[src/rtl/sf_generation_nch_pkg.sv]
// Shared definitions for the multi-channel scale-factor generator.
// SF_GEN_ROUND_EN adds one quotient bit per divide for half-away-from-zero rounding.
package globalDefinitions;

    function automatic int unsigned idx_width(input int unsigned n);
        return (n > 1) ? $clog2(n) : 1;
    endfunction

endpackage

package pkg_sf_generation_nch;
    import globalDefinitions::*;

    typedef enum logic [3:0] {
        S_Reset  = 4'd0,
        S_Ready  = 4'd1,
        S_SUMSQ  = 4'd2,
        S_DXYP5  = 4'd3,
        S_FXNORM = 4'd4,
        S_FYNORM = 4'd5,
        S_FS     = 4'd6,
        S_Done   = 4'd7
    } STATES_t;

`ifdef SF_GEN_ROUND_EN
    localparam int unsigned RND_BITS = 1;
`else
    localparam int unsigned RND_BITS = 0;
`endif

    function automatic int unsigned norm_width(input int unsigned frac_w);
        return frac_w + 2;
    endfunction

    function automatic int unsigned div_len(input int unsigned data_w, input int unsigned frac_w);
        return data_w + frac_w + RND_BITS;
    endfunction

endpackage

[src/rtl/sf_seq_div.sv]
// Restoring unsigned divider, one quotient bit per cycle, DIVIDEND_W cycles per job.
// The start cycle already performs the first step so the job occupies exactly DIVIDEND_W cycles.
module sf_seq_div #(
    parameter int unsigned DIVIDEND_W = 24,
    parameter int unsigned DIVISOR_W  = 16
) (
    input  logic                  clk,
    input  logic                  rst_n,
    input  logic                  start,
    input  logic [DIVIDEND_W-1:0] dividend,
    input  logic [DIVISOR_W-1:0]  divisor,
    output logic                  busy,
    output logic                  done,
    output logic [DIVIDEND_W-1:0] quotient
);
    localparam int unsigned CNT_W = $clog2(DIVIDEND_W + 1);

    logic [DIVIDEND_W-1:0] quo;
    logic [DIVISOR_W-1:0]  rem;
    logic [DIVISOR_W-1:0]  dsr;
    logic [CNT_W-1:0]      cnt;

    logic [DIVIDEND_W-1:0] src_q;
    logic [DIVISOR_W-1:0]  src_r;
    logic [DIVISOR_W-1:0]  src_d;
    logic [DIVISOR_W:0]    trial;
    logic [DIVISOR_W:0]    diff;
    logic                  ge;
    logic [DIVISOR_W-1:0]  rem_nx;
    logic [DIVIDEND_W-1:0] quo_nx;

    always_comb begin
        src_q  = start ? dividend : quo;
        src_r  = start ? '0 : rem;
        src_d  = start ? divisor : dsr;
        trial  = {src_r, src_q[DIVIDEND_W-1]};
        diff   = trial - {1'b0, src_d};
        ge     = (trial >= {1'b0, src_d});
        rem_nx = ge ? DIVISOR_W'(diff) : DIVISOR_W'(trial);
        quo_nx = {src_q[DIVIDEND_W-2:0], ge};
    end

    assign done     = busy && (cnt == CNT_W'(DIVIDEND_W - 1));
    assign quotient = quo;

    always_ff @(posedge clk) begin
        if (!rst_n) begin
            quo  <= '0;
            rem  <= '0;
            dsr  <= '0;
            cnt  <= '0;
            busy <= 1'b0;
        end else if (start) begin
            quo  <= quo_nx;
            rem  <= rem_nx;
            dsr  <= divisor;
            cnt  <= CNT_W'(1);
            busy <= 1'b1;
        end else if (busy) begin
            quo <= quo_nx;
            rem <= rem_nx;
            cnt <= cnt + 1'b1;
            if (done)
                busy <= 1'b0;
        end
    end

endmodule

[src/rtl/sf_generation_nch.sv]
// Multi-channel scale-factor generator: fs = floor(sqrt(dx^2+dy^2)), fx = dx/fs, fy = dy/fs.
// SF_GEN_ROUND_EN selects half-away-from-zero rounding of fx/fy (default: truncate).
module sf_generation_nch
    import globalDefinitions::*;
    import pkg_sf_generation_nch::*;
#(
    parameter int unsigned DATA_W = 16,
    parameter int unsigned CH     = 4,
    parameter int unsigned FRAC_W = 8
) (
    input  logic                          clk,
    input  logic                          rst_n,
    input  logic                          start_i,
    input  logic [CH*DATA_W-1:0]          dx_i,
    input  logic [CH*DATA_W-1:0]          dy_i,
    output logic                          ready_o,
    output logic                          done_o,
    output logic [CH*DATA_W-1:0]          fs_o,
    output logic [CH*(FRAC_W+2)-1:0]      fx_o,
    output logic [CH*(FRAC_W+2)-1:0]      fy_o
);
    localparam int unsigned OW    = norm_width(FRAC_W);
    localparam int unsigned DIV_N = div_len(DATA_W, FRAC_W);
    localparam int unsigned CH_W  = idx_width(CH);
    localparam int unsigned SQ_W  = 2 * DATA_W;
    localparam int unsigned REM_W = DATA_W + 3;
    localparam int unsigned SC_W  = idx_width(DATA_W);

    STATES_t           state;
    logic [CH_W-1:0]   ch;
    logic [DATA_W-1:0] dx_lat [CH];
    logic [DATA_W-1:0] dy_lat [CH];
    logic [SQ_W-1:0]   rad;
    logic [REM_W-1:0]  rem;
    logic [DATA_W-1:0] root;
    logic [DATA_W-1:0] mag;
    logic [SC_W-1:0]   sq_cnt;
    logic [OW-1:0]     fx_r;
    logic [DATA_W-1:0] fs_sh [CH];
    logic [OW-1:0]     fx_sh [CH];
    logic [OW-1:0]     fy_sh [CH];

    logic [DATA_W-1:0]      cur_dx, cur_dy, dx_abs, dy_abs;
    logic                   dx_neg, dy_neg;
    logic signed [SQ_W-1:0] dxe, dye, px, py;
    logic [SQ_W-1:0]        sq_cur;
    logic [REM_W+1:0]       rem_sh, trial;
    logic                   sq_ge;
    logic [REM_W-1:0]       rem_nx;
    logic [DATA_W-1:0]      root_nx;

    logic             div_start, div_busy, div_done;
    logic [DIV_N-1:0] div_dividend, div_quo;

    function automatic logic [OW-1:0] norm_val(input logic [DIV_N-1:0] q, input logic neg);
        logic [DIV_N-1:0] m;
`ifdef SF_GEN_ROUND_EN
        m = (q + DIV_N'(1)) >> 1;
`else
        m = q;
`endif
        return OW'(neg ? (~m + 1'b1) : m);
    endfunction

    always_comb begin
        cur_dx  = dx_lat[ch];
        cur_dy  = dy_lat[ch];
        dx_neg  = cur_dx[DATA_W-1];
        dy_neg  = cur_dy[DATA_W-1];
        dx_abs  = dx_neg ? (~cur_dx + 1'b1) : cur_dx;
        dy_abs  = dy_neg ? (~cur_dy + 1'b1) : cur_dy;
        dxe     = {{DATA_W{cur_dx[DATA_W-1]}}, cur_dx};
        dye     = {{DATA_W{cur_dy[DATA_W-1]}}, cur_dy};
        px      = dxe * dxe;
        py      = dye * dye;
        sq_cur  = $unsigned(px) + $unsigned(py);
        // Square root: bring down two radicand bits, try (root<<2)|1 against the remainder.
        rem_sh  = {rem, rad[SQ_W-1 -: 2]};
        trial   = (REM_W + 2)'({root, 2'b01});
        sq_ge   = (rem_sh >= trial);
        rem_nx  = REM_W'(sq_ge ? (rem_sh - trial) : rem_sh);
        root_nx = DATA_W'({root, sq_ge});
    end

    assign div_start    = ((state == S_FXNORM) || (state == S_FYNORM)) && !div_busy;
    assign div_dividend = {((state == S_FYNORM) ? dy_abs : dx_abs), {(FRAC_W + RND_BITS){1'b0}}};

    sf_seq_div #(
        .DIVIDEND_W (DIV_N),
        .DIVISOR_W  (DATA_W)
    ) u_div (
        .clk      (clk),
        .rst_n    (rst_n),
        .start    (div_start),
        .dividend (div_dividend),
        .divisor  (mag),
        .busy     (div_busy),
        .done     (div_done),
        .quotient (div_quo)
    );

    always_ff @(posedge clk) begin
        if (!rst_n) begin
            state   <= S_Reset;
            ch      <= '0;
            rad     <= '0;
            rem     <= '0;
            root    <= '0;
            mag     <= '0;
            sq_cnt  <= '0;
            fx_r    <= '0;
            ready_o <= 1'b0;
            done_o  <= 1'b0;
            fs_o    <= '0;
            fx_o    <= '0;
            fy_o    <= '0;
            for (int unsigned c = 0; c < CH; c++) begin
                dx_lat[c] <= '0;
                dy_lat[c] <= '0;
                fs_sh[c]  <= '0;
                fx_sh[c]  <= '0;
                fy_sh[c]  <= '0;
            end
        end else begin
            done_o <= 1'b0;
            case (state)
                S_Reset: state <= S_Ready;
                // ready_o lags entry by one cycle; start is honoured only once it is visible.
                S_Ready: begin
                    if (ready_o && start_i) begin
                        for (int unsigned c = 0; c < CH; c++) begin
                            dx_lat[c] <= dx_i[c*DATA_W +: DATA_W];
                            dy_lat[c] <= dy_i[c*DATA_W +: DATA_W];
                        end
                        ch      <= '0;
                        ready_o <= 1'b0;
                        state   <= S_SUMSQ;
                    end else begin
                        ready_o <= 1'b1;
                    end
                end
                S_SUMSQ: begin
                    rad    <= sq_cur;
                    rem    <= '0;
                    root   <= '0;
                    sq_cnt <= '0;
                    state  <= S_DXYP5;
                end
                S_DXYP5: begin
                    rad    <= rad << 2;
                    rem    <= rem_nx;
                    root   <= root_nx;
                    sq_cnt <= sq_cnt + 1'b1;
                    if (sq_cnt == SC_W'(DATA_W - 1)) begin
                        mag   <= root_nx;
                        state <= (root_nx == '0) ? S_FS : S_FXNORM;
                    end
                end
                S_FXNORM: begin
                    if (div_done)
                        state <= S_FYNORM;
                end
                S_FYNORM: begin
                    if (!div_busy)
                        fx_r <= norm_val(div_quo, dx_neg);
                    if (div_done)
                        state <= S_FS;
                end
                S_FS: begin
                    fs_sh[ch] <= mag;
                    fx_sh[ch] <= (mag == '0) ? '0 : fx_r;
                    fy_sh[ch] <= (mag == '0) ? '0 : norm_val(div_quo, dy_neg);
                    if (ch == CH_W'(CH - 1)) begin
                        state <= S_Done;
                    end else begin
                        ch    <= ch + 1'b1;
                        state <= S_SUMSQ;
                    end
                end
                S_Done: begin
                    for (int unsigned c = 0; c < CH; c++) begin
                        fs_o[c*DATA_W +: DATA_W] <= fs_sh[c];
                        fx_o[c*OW +: OW]         <= fx_sh[c];
                        fy_o[c*OW +: OW]         <= fy_sh[c];
                    end
                    done_o <= 1'b1;
                    state  <= S_Ready;
                end
                default: state <= S_Reset;
            endcase
        end
    end

endmodule

[config.mk]
export PLATFORM = sky130hd
export DESIGN_NAME = sf_generation_nch
export DESIGN_NICKNAME = d
export VERILOG_FILES = /design/src/rtl/sf_generation_nch_pkg.sv /design/src/rtl/sf_seq_div.sv /design/src/rtl/sf_generation_nch.sv
export SDC_FILE = /design/constraint.sdc
export NUM_CORES = 2
export LEC_CHECK = 0
export ABC_AREA = 1
export BUFFER_PORTS_ARGS = -buffer_cell sky130_fd_sc_hd__buf_2
export CAP_MARGIN = 20
export CELL_PAD_IN_SITES_DETAIL_PLACEMENT = 0
export CELL_PAD_IN_SITES_GLOBAL_PLACEMENT = 1
export CORE_MARGIN = 2
export CORE_UTILIZATION = 46
export CTS_CLUSTER_DIAMETER = 150
export CTS_CLUSTER_SIZE = 16
export DETAILED_ROUTE_END_ITERATION = 16
export PLACE_DENSITY = 0.77
export REMOVE_ABC_BUFFERS = 1
export SETUP_SLACK_MARGIN = 0.15
export SLEW_MARGIN = 25
export SYNTH_ARGS = -nofsm -noshare
export SYNTH_HDL_FRONTEND = slang
export SYNTH_SLANG_ARGS = --single-unit
[constraint.sdc]
create_clock -name clk -period 21.4 [get_ports clk]
set_input_delay 5.35 -clock clk [delete_from_list [all_inputs] [get_ports clk]]
set_output_delay 5.35 -clock clk [all_outputs]
set_load 0.01 [all_outputs]
# After elaboration in Yosys (flattened, before gate mapping)
# Memory sizes are Yosys's and may differ from the RTL's. A register that Yosys moved wholly into a read port is not among the register bits.
# Index checks and enable logic that the tools add are counted.
# totals
regBits	167
latch_bits	0
mem_bits_rw	272
romBits	0
input_bits	131
word_cells	160
memories	5
# classes
n_addsub	9
multipliers	2
div	0
n_lt_le_gt_ge	2
n_eq_ne	15
shifts	0
muxes	66
bitwise	13
reduce_logical	32
# mem_list
memory	depth	word_bits	read_ports	rd_ports_with_merged_regs	wr	line_no	text
dx_lat	4	16	1	1	4	sf_generation_nch.sv:31	logic [DATA_W-1:0] dx_lat [CH];
dy_lat	4	16	1	1	4	sf_generation_nch.sv:32	logic [DATA_W-1:0] dy_lat [CH];
fs_sh	4	16	4	4	4	sf_generation_nch.sv:39	logic [DATA_W-1:0] fs_sh [CH];
fx_sh	4	10	4	4	4	sf_generation_nch.sv:40	logic [OW-1:0] fx_sh [CH];
fy_sh	4	10	4	4	4	sf_generation_nch.sv:41	logic [OW-1:0] fy_sh [CH];
# op_table
operator	count
$mux W16	17
$mux W24	3
$mul A16 B16 Y32	2
$pmux W32 S2	1
$mux W10	6
$pmux W19 S2	1
$add A16 B1 Y16 const B	2
$add A32 B32 Y32	1
$logic_not A16 Y1	2
$not A16 Y16	2
$pmux W16 S2	1
$pmux W4 S7	1
$ge A21 B18 Y1	1
$mux W2	10
$reduce_or A10 Y1	2
$mux W19	1
$sub A19 B18 Y19	1
$mux W1	18
$ge A17 B16 Y1	1
$eq A4 B3 Y1 const B	4
$mux W4	4
$reduce_or A16 Y1	1
$sub A16 B16 Y16	1
$logic_not A1 Y1	13
other kinds (24)	43

# Logic depth before layout (Yosys ltp)
# logic_depth
ltp_word	9
ltp_mapped	41

# Modules after synthesis
# A second synthesis with hierarchy kept.
# unflattened
cells_unflattened	5045
area_unflattened_um2	43834.5
# modules_own_cells
mod	instances	cells_each	area_per_inst_um2	seq_area_each_um2
sf_generation_nch	1	4465	40096.0	13172.6
sf_seq_div	1	580	3738.6	1241.2

# Least setup slack after synthesis
# Ideal clock, no wire load.
# synth_timing
path_kind	reg2reg
startpoint	register (tool-made name)
endpoint	register rad[31]
t_arrival_ps	7659
required_ps	21268
slack_ps	13609
stages_incl_launch_ff	34
path_buffers	5
period_less_slack_ps	7791
path_cell_list	dfxtp_1 buf_4 inv_2 buf_6 buf_2 nand2_1 nand3_1 nand2_1 buf_2 buf_2 nor2_1 inv_1 fa_1 inv_1 fa_1 fa_1 fa_1 fa_1 inv_1 fa_1 fa_1 fa_1 inv_1 ha_1 nand2_1 nor3_1 nand2_1 or2_2 nand3_1 inv_1 nand2_1 nand3_1 nand2_1 a21oi_1
# synth_lines
item	line_no	text
end signal, assigned	sf_generation_nch.sv:143	rad <= sq_cur;
end signal, assigned	sf_generation_nch.sv:150	rad <= rad << 2;
end, declared	sf_generation_nch.sv:33	logic [SQ_W-1:0] rad;

==> impl_metrics.ini <==
[layout]
fillCellCount = 9118
regArea_sq_mm = 0.0144
syn_to_final_growth_pct = 8.53
diodes = 0
multi_input_area_sq_mm = 0.0243
final_cell_mix = 964 x inv_1, 772 x nand2_1, 610 x nor2_1, 521 x fa_1, 355 x a21oi_1
fin_cells = 6436
drive_gt1_frac = 0.0855
final_common_cell = inv_1
finalNetCount = 5993

[sta]
setup_tns_ns = 0
hold_viol_final = 0
worst_pin_slew_ns = 1.02
rsz0062_at_grt = no
finalClockSkew_ns = 0.0235
drv_slew = 0
finalSetupViolCount = 0
period_share = 0.436
slew_headroom = 0.322
fmaxAchievable_mhz = 107
setup_ws_ns = 12.06
fin_crit_ns = 9.34
fin_worst_hold_slack_ns = 0.458

[worst_setup_path]
worstPathArrival_ns = 9.82
reg2reg_to = rad[30]$_SDFFE_PN0P_
rr_worst_depth = 32
critPathCaptureType = flip-flop
crit_required_ns = 21.88
cpMaxStageDelayCell = clkinv_2
critPathKind = reg -> reg
reg2reg_slack_ns = 12.06
crit_path_start_kind = flip-flop
cpPeakStageDelay_ns = 0.56
crit_fanout = 37
cp_common_cell = nand2_1

[clock_network]
htree_levels = 2
clkLatencyLatePin_ns = 0.63
clock-sinks = 584
cts_setup_buffers = 0
cts_made_buffers = 43
cts_resized = 0
ctsHoldBuffers = 0
cts_tree = yes
cts_root_buffer = clkbuf_16
clk_path_buf_depth = 3
clk_pin_slew_ns = 0.09

[floorplan]
start_util = 0.464
die_x_microns = 311
core_sq_mm = 0.0933
die_h_microns = 311
num_rows = 112
die_area_sq_mm = 0.0966
ios = 277

[place]
io_buffers = 276
place_inst = 6363
dp_slack_ns = 12.09
place.gp.congestion = 0.914
place_hpwl_mm = 85.7

[synthesis]
syn_area_sq_mm = 0.0433
syn_area_per_cell_sq_um = 8.66
synth_seq_cells = 584
ys_seq_area_frac = 0.333
synthFlopType = dfxtp_1
async_reset_ff_frac = 0
synth_edf_count = 272
synth_cells = 5003
synth_cell_types = 54
yosysWarnings = 0

[routing]
first_pass_iters = 6
vias_per_cell = 5.11
num_vias = 32900
final_antenna_net_count = 0
drc = 0
avgRoutedWirePerCell_microns = 17.9
wl_mm = 115
drtIter0Drc = 2305

[grt]
overflow = 0
grt_pass1_wl_mm = 187
grt_pass1_vias = 33900
antenna_found_initial = 1
track_usage = 0.243
grt_max_degree = 114

[worst_hold_path]
hold-path-cell-count = 2
hp-start = fs_o[2]$_SDFFE_PN0P_
hold-path-endpoint = fs_o[2]$_SDFFE_PN0P_
hp-class = reg -> reg

[run]
cap_violations = 0

[status]
status = finished clean
==> logic make-up (layout without fill, tap and decap cells) <==
kind of cell	after synthesis	in the layout	synth area share
AOI/OAI and AO/OA	648	648	0.0824
and+or+nand+nor	1795	1795	0.170
adders and majority gates	708	708	0.295
xor gates and xnor gates	66	66	0.0133
DFF	584	584	0.333
buffers and inverters	1202	1381	0.106
==> final cells by class <==
class	instances	share of cell area
multi-input combinational	3217	0.518
sequential	584	0.307
inverter	990	0.0792
timing repair buffer	318	0.0362
tap	1254	0.0334
clock buffer	67	0.0248
clock inverter	6	0.00178
==> metrics by stage <==
| step | cell area, sq um | util |
|---|---|---|
| floorplan | 42400 | - |
| global placement | 45700 | 0.490 |
| detailed placement | 45800 | 0.490 |
| CTS | 47000 | 0.504 |
| global route | 47000 | 0.504 |
| finish | 47000 | 0.504 |
==> state kept, by name, summed over array words and instances, names as in the netlist, 19 cells and up, named ones only <==
| name | flops |
|---|---|
| dx_lat | 64 |
| dy_lat | 64 |
| fs_o | 64 |
| fs_sh | 64 |
| fx_o | 40 |
| fx_sh | 40 |
| fy_o | 40 |
| fy_sh | 40 |
| rad | 32 |
| rem | 19 |
| u_div.quotient | 24 |
==> metal layers <==
layer,up-vias,global-route usage,wire length [microns]
met5,-,0,13
met4,2,0.0615,2620
met3,133,0.0315,6030
met2,838,0.413,55800
met1,16100,0.329,50700
li1,15900,-,-
==> cells in the mapped netlist, types with 4 or more instances <==
cell / instances / share of area
inv_1: 964 / 0.084
nand2_1: 779 / 0.068
nor2_1: 611 / 0.053
fa_1: 521 / 0.24
a21oi_1: 355 / 0.041
dfxtp_1: 312 / 0.14
nand3_1: 284 / 0.033
edfxtp_1: 272 / 0.19
ha_1: 187 / 0.054
o21ai_0: 163 / 0.019
clkbuf_1: 157 / 0.014
nor3_1: 49 / 0.0057
xor2_1: 40 / 0.0081
buf_2: 31 / 0.0036
nand4_1: 28 / 0.0040
xnor2_1: 26 / 0.0053
o211ai_1: 22 / 0.0038
inv_2: 21 / 0.0018
buf_1: 16 / 0.0014
nand2_2: 15 / 0.0022
a21o_1: 13 / 0.0023
o21bai_1: 13 / 0.0023
o22ai_1: 13 / 0.0019
a31oi_1: 12 / 0.0017
o21ai_1: 10 / 0.0012
nor4_1: 9 / 0.0013
o221ai_1: 7 / 0.0014
or2_2: 7 / 0.0010
a211oi_1: 6 / 0.0010
a221oi_1: 5 / 0.0010
a31o_2: 5 / 0.0010
buf_6: 5 / 0.0013
o31ai_1: 5 / 0.00087
clkinv_1: 4 / 0.00035
==> how the worst max path moves through the flow <==
stage / startpoint / end / slack, ns / cells after the start
after floorplan: rst_n / fs_sh[1][0]$_SDFFCE_PN0P_ / 11.36 / 6
after global placement: flip-flop / rad[30]$_SDFFE_PN0P_ / 12.11 / 34
after detailed placement: flip-flop / rad[30]$_SDFFE_PN0P_ / 12.09 / 34
after CTS: flip-flop / rad[30]$_SDFFE_PN0P_ / 12.06 / 34
after global routing: flip-flop / rad[30]$_SDFFE_PN0P_ / 11.50 / 34
final: flip-flop / rad[30]$_SDFFE_PN0P_ / 12.06 / 32
==> worst max-delay path, delay by kind of cell, from the launching register on <==
| family | cells | cell delay (ns) |
|---|---|---|
| adders and majority gates | 9 | 4.42 |
| and+or+nand+nor | 14 | 2.41 |
| buffers and inverters | 7 | 1.72 |
| DFF | 1 | 0.31 |
| AOI/OAI and AO/OA | 2 | 0.30 |
Power is not shown: default switching activity piles up to over one toggle a cycle in this logic, so the estimate is an artifact.
